File: src/rtl/midi_pkg.sv
// Shared MIDI constants, parser state encoding and message-length helper.
package midi_pkg;

  // Channel-message status nibbles (status byte bits [7:4])
  localparam logic [3:0] NOTE_OFF = 4'h8;
  localparam logic [3:0] NOTE_ON  = 4'h9;
  localparam logic [3:0] POLY_AT  = 4'hA;
  localparam logic [3:0] CC       = 4'hB;
  localparam logic [3:0] PROG     = 4'hC;
  localparam logic [3:0] CH_AT    = 4'hD;
  localparam logic [3:0] BEND     = 4'hE;

  localparam logic [6:0] CC_ALL_NOTES_OFF = 7'd123;
  localparam logic [7:0] VIB_CENTER       = 8'h40;

  typedef enum logic [1:0] {
    IDLE    = 2'd0,
    WAIT_D1 = 2'd1,
    WAIT_D2 = 2'd2
  } state_t;

  // Number of data bytes carried by a channel message, keyed on the status nibble
  function automatic logic [1:0] msg_len(input logic [3:0] status_nib);
    case (status_nib)
      PROG, CH_AT: msg_len = 2'd1;
      default:     msg_len = 2'd2;
    endcase
  endfunction

endpackage

File: src/rtl/midi_note_decoder.sv
// Monophonic MIDI parser: turns the received byte stream into gate/note/volume,
// pitch-bend and waveform-select controls for a single voice.
module midi_note_decoder
  import midi_pkg::*;
#(
  parameter int CHANNEL = 0,
  parameter bit OMNI    = 1'b0
) (
  input  logic        clk,
  input  logic        reset,
  input  logic [7:0]  byte_in,
  input  logic        byte_valid,
  output logic [15:0] note_vol,
  output logic [7:0]  vibrato,
  output logic [1:0]  wave_select,
  output logic        msg_strobe
);

  localparam logic [3:0] CHAN = 4'(CHANNEL);

  state_t      state_q, state_d;
  logic [7:0]  status_q, status_d;   // running status; 00 means none
  logic [6:0]  d1_q, d1_d;

  logic [15:0] note_vol_q, note_vol_d;
  logic [7:0]  vibrato_q, vibrato_d;
  logic [1:0]  wave_q, wave_d;
  logic        strobe_q, strobe_d;

  logic        is_data;
  logic        one_byte_msg;
  logic        complete;
  logic        channel_ok;
  logic [6:0]  arg1;
  logic [6:0]  arg2;

  assign is_data      = byte_valid && !byte_in[7];
  assign one_byte_msg = (msg_len(status_q[7:4]) == 2'd1);
  // A data byte that finishes the message currently being parsed
  assign complete     = is_data &&
                        (((state_q == WAIT_D1) && one_byte_msg) || (state_q == WAIT_D2));
  assign channel_ok   = OMNI || (status_q[3:0] == CHAN);
  // For one-byte messages the only argument is the byte arriving right now
  assign arg1         = one_byte_msg ? byte_in[6:0] : d1_q;
  assign arg2         = byte_in[6:0];

  // Parser state, running status and first data byte registers
  always_ff @(posedge clk) begin
    if (reset) begin
      state_q  <= IDLE;
      status_q <= 8'h00;
      d1_q     <= 7'h00;
    end else begin
      state_q  <= state_d;
      status_q <= status_d;
      d1_q     <= d1_d;
    end
  end

  // Next-state: classify the incoming byte and advance the parser
  always_comb begin
    state_d  = state_q;
    status_d = status_q;
    d1_d     = d1_q;
    if (byte_valid) begin
      if (byte_in >= 8'hF8) begin
        // Real-time bytes are transparent to the parser
        state_d = state_q;
      end else if (byte_in >= 8'hF0) begin
        // System common / SysEx kills running status until the next channel status
        state_d  = IDLE;
        status_d = 8'h00;
      end else if (byte_in[7]) begin
        // Channel status, possibly abandoning a partial message
        state_d  = WAIT_D1;
        status_d = byte_in;
      end else begin
        case (state_q)
          WAIT_D1: begin
            d1_d    = byte_in[6:0];
            state_d = one_byte_msg ? WAIT_D1 : WAIT_D2;
          end
          WAIT_D2: state_d = WAIT_D1;
          default: state_d = IDLE;
        endcase
      end
    end
  end

  // Output: execute a completed, channel-matching message against the voice
  always_comb begin
    note_vol_d = note_vol_q;
    vibrato_d  = vibrato_q;
    wave_d     = wave_q;
    strobe_d   = 1'b0;
    if (complete && channel_ok) begin
      case (status_q[7:4])
        NOTE_ON, NOTE_OFF: begin
          if ((status_q[7:4] == NOTE_ON) && (arg2 != 7'd0)) begin
            // Replicate vel[6] into the LSB so full velocity reaches 255
            note_vol_d = {1'b1, arg1, arg2, arg2[6]};
            strobe_d   = 1'b1;
          end else if (arg1 == note_vol_q[14:8]) begin
            // Release only the sounding note; others are ignored silently
            note_vol_d = {1'b0, arg1, 8'h00};
            strobe_d   = 1'b1;
          end
        end
        CC: begin
          if (arg1 == CC_ALL_NOTES_OFF) begin
            note_vol_d = {1'b0, note_vol_q[14:8], 8'h00};
            strobe_d   = 1'b1;
          end
        end
        PROG: begin
          wave_d   = arg1[1:0];
          strobe_d = 1'b1;
        end
        BEND: begin
          // Only the MSB matters for vibrato depth; LSB is dropped
          vibrato_d = {1'b0, arg2};
          strobe_d  = 1'b1;
        end
        default: strobe_d = 1'b0;  // POLY_AT and CH_AT are length-parsed only
      endcase
    end
  end

  // Voice control registers
  always_ff @(posedge clk) begin
    if (reset) begin
      note_vol_q <= 16'h0000;
      vibrato_q  <= VIB_CENTER;
      wave_q     <= 2'b00;
      strobe_q   <= 1'b0;
    end else begin
      note_vol_q <= note_vol_d;
      vibrato_q  <= vibrato_d;
      wave_q     <= wave_d;
      strobe_q   <= strobe_d;
    end
  end

  assign note_vol    = note_vol_q;
  assign vibrato     = vibrato_q;
  assign wave_select = wave_q;
  assign msg_strobe  = strobe_q;

endmodule

File: config.mk
export PLATFORM = sky130hd
export DESIGN_NAME = midi_note_decoder
export DESIGN_NICKNAME = d
export VERILOG_FILES = /design/src/rtl/midi_pkg.sv /design/src/rtl/midi_note_decoder.sv
export SDC_FILE = /design/constraint.sdc
export NUM_CORES = 1
export LEC_CHECK = 0
export BUFFER_PORTS_ARGS = -buffer_cell sky130_fd_sc_hd__buf_2
export CAP_MARGIN = 0
export CELL_PAD_IN_SITES_DETAIL_PLACEMENT = 0
export CELL_PAD_IN_SITES_GLOBAL_PLACEMENT = 1
export CORE_MARGIN = 3
export CORE_UTILIZATION = 37
export DETAILED_ROUTE_END_ITERATION = 12
export PLACE_DENSITY_LB_ADDON = 0.1
export SYNTH_ARGS = -nofsm -noshare
export SYNTH_HDL_FRONTEND = slang
export SYNTH_SLANG_ARGS = --single-unit
File: constraint.sdc
create_clock -name clk -period 2.2 [get_ports clk]
set_input_delay 0.22 -clock clk [delete_from_list [all_inputs] [get_ports clk]]
set_output_delay 0.22 -clock clk [all_outputs]
set_load 0.03 [all_outputs]
==> results.sh <==
export IMPL_status="finished, final reports clean"
export IMPL_yosysTopAreaCell="dfxtp_1"
export IMPL_cp_max_fo=8
export IMPL_syn_inst=223
export IMPL_initial_core_util_pct=38.94
export IMPL_clockBufferDepth=2
export IMPL_fillers=523
export IMPL_hpwl_um=3855
export IMPL_clk_latency_ps=300
export IMPL_max_freq_mhz=465.0
export IMPL_whs_ps=213.9
export IMPL_syn_nets=236
export IMPL_start_kind="register"
export IMPL_first_pass_iters=4
export IMPL_slew_viol_final=0
export IMPL_yosysSeqAreaShare_pct=41.48
export IMPL_place_congestion=0.7922
export IMPL_ys_ff_latch=42
export IMPL_p_seq_share_pct=55.2
export IMPL_track_usage_pct=17.97
export IMPL_hold_class="in2reg"
export IMPL_grt_max_degree=33
export IMPL_core_rowCount=26
export IMPL_syn2layout_area_growth_pct=29.07
export IMPL_final_hold_viol_count=0
export IMPL_power_internal_mw=1.048
export IMPL_cap_violations=0
export IMPL_yosysWarnings=0
export IMPL_clk_pin_slew_ps=90
export IMPL_yosys_most_used_dff="dfxtp_1"
export IMPL_gr_usage_met3_pct=4.289
export IMPL_combPwrFrac_pct=9.1
export IMPL_slew_headroom_pct=56.99
export IMPL_final_nets=294
export IMPL_antenna_left=0
export IMPL_post_place_ws_ps=-41.43
export IMPL_fin_ws_ps=49.55
export IMPL_root_buffer="clkbuf_8"
export IMPL_grt_pass1_wl_um=8942
export IMPL_synth_most_common_cell="dfxtp_1"
export IMPL_grt_pass1_vias=1825
export IMPL_clock_skew_ps=6.657
export IMPL_swShare_pct=26.03
export IMPL_critPathRequiredTime_ps=2430
export IMPL_syn_avg_cell_area_um2=9.089
export IMPL_cts_num_sinks=42
export IMPL_ys_top_cells_by_area="dfxtp_1, mux2i_1, nand2b_1"
export IMPL_antenna_found_initial=0
export IMPL_synthArstFlopShare_pct=0
export IMPL_grt_util_met1_pct=25.19
export IMPL_synth_edf_count=0
export IMPL_wire_per_inst_um=14.93
export IMPL_min_period_over_period_pct=97.75
export IMPL_die_area_um2=6402
export IMPL_yosys_top_cells_count="dfxtp_1, nor2_1, mux2i_1"
export IMPL_ir_drop_mv=0.2499
export IMPL_p_leak_nw=1.170
export IMPL_path_class="reg2reg"
export IMPL_timing_final_crit_period_ps=2150
export IMPL_final_layout_size_suffix_gt1_share_pct=33.69
export IMPL_setup_viol=0
export IMPL_diodes=0
export IMPL_met2_usage_pct=27.48
export IMPL_grt_overflow_total=0
export IMPL_portBuffers=36
export IMPL_switching_power_uw=368.7
export IMPL_fin_cells=352
export IMPL_netlist_area_leader_share_pct=41.48
export IMPL_io_pins=38
export IMPL_arrival_ps=2380
export IMPL_die_w_um=80.02
export IMPL_grt_busiest_layer="met2"
export IMPL_drt_iter0_drc=124
export IMPL_clock_power_share_pct=35.7
export IMPL_design_core_area_um2=5205
export IMPL_rsz0062_at_grt="true"
export IMPL_numCtsBuffers=5
export IMPL_dr_total_vias=1813
export IMPL_finalWirelength_um=5256
export IMPL_dp_cells=340
export IMPL_end_kind="register"
export IMPL_ys_types=42
export IMPL_tightest_slew_ps=642.3
export IMPL_h_tree_depth=2
export IMPL_syn_cell_area_um2=2027
export IMPL_cts_tree="done"
export IMPL_drcViolationCount=0
export IMPL_via_per_inst=5.151
export IMPL_powerDensity_nw_per_um2=541.4
export IMPL_die_height_um=80.02
## routing by layer
| metal | vias to the layer above | share of wire, % |
|---|---|---|
| li1 | 905 | - |
| met1 | 857 | 50 |
| met2 | 47 | 45 |
| met3 | 4 | 5.0 |
| met4 | 0 | 0.51 |
| met5 | - | 0 |
## logic make-up after synthesis
| family | after synthesis | share of synthesized area, % |
|---|---|---|
| other | 1 | 0.1850 |
| XOR/XNOR | 1 | 0.4322 |
| buffers and inverters | 21 | 4.691 |
| AO/OA/AOI/OAI | 39 | 15.68 |
| adder cells (fa/ha/maj) | 2 | 1.234 |
| multiplexers | 27 | 13.46 |
| flip-flops | 42 | 41.48 |
| AND/OR/NAND/NOR | 90 | 22.84 |
## critical path, cell delays in order (launching register included)
cell and delay [ps]:
dfxtp_2 390, nand3b_1 190, buf_4 170, mux2i_2 220, o211ai_1 230, o41ai_4 420, buf_4 200, buf_8 120
nand3_2 70, o21ai_1 70
## area by class of cell
cell class,instances,area [µm²],share of cell area [%]
multi-input combinational,160,1151,44.00
sequential,42,847.1,32.38
timing repair buffer,63,406.6,15.54
tap,70,87.58,3.348
clock buffer,5,68.82,2.630
inverter,9,33.78,1.291
clock inverter,3,21.27,0.8130
## cells in the final DEF (no fill, tap or decap), types with 2 or more instances in the layout
cell type / n
a2111oi_0: 2
a21oi_1: 4
a22oi_1: 8
buf_2: 36
buf_4: 24
clkbuf_8: 5
dfxtp_1: 37
dfxtp_2: 5
inv_1: 8
mux2_2: 2
mux2i_1: 24
nand2_1: 11
nand2b_1: 21
nand3_1: 3
nand3_2: 5
nand3b_1: 2
nand4_1: 3
nand4b_1: 2
nor2_1: 30
nor2b_1: 3
nor3_1: 2
nor4_1: 2
o211ai_1: 2
o21ai_1: 8
o221ai_1: 2
o22ai_1: 2
## metrics by stage
step	total power, mW	setup TNS, ps	util [%]	instance area (µm²)
3_3_place_gp	0.9248	-40.89	46.73	2432
2_1_floorplan	0.8630	-2.689	-	2041
6_report	1.417	0	50.26	2616
4_1_cts	1.430	0	48.49	2524
3_5_place_dp	0.9243	-142.8	46.73	2432
5_1_grt	1.480	-539.8	50.26	2616
## final timing paths
check | from | end | slack, ps | cells past startpoint
worst min register to register | note_vol[3] | note_vol[3] | 470 | 2
worst min-delay path | byte_in[2] | note_vol[3] | 210 | 3
worst max-delay path | status_q[5] | note_vol[6] | 50 | 9
worst max register to register | status_q[5] | note_vol[6] | 50 | 9
## repair_timing
item                                    4_1_cts  5_1_grt
pin swaps                                     1        3
endpoints found under the setup margin        3       16
hold endpoints to repair                      0        0
buffers inserted                              0        4
hold buffers                                  0        0
resized for setup                             1       21
## state kept, by name (all words and copies together) (netlist names)
| signal | flops |
|---|---|
| d1_q | 7 |
| msg_strobe | 1 |
| note_vol | 15 |
| state_q | 2 |
| status_q | 8 |
| vibrato | 7 |
| wave_select | 2 |
## power by group through the flow
| stage | Clock [mW] | Sequential (mW) | Combinational [mW] |
|---|---|---|---|
| 2_1_floorplan | 0 | 0.796 | 0.0673 |
| 3_3_place_gp | 0 | 0.799 | 0.126 |
| 3_5_place_dp | 0 | 0.799 | 0.126 |
| 4_1_cts | 0.523 | 0.781 | 0.126 |
| 5_1_grt | 0.553 | 0.784 | 0.143 |
| 6_report | 0.506 | 0.782 | 0.129 |
No activity file was read; power rests on OpenSTA's default activity.
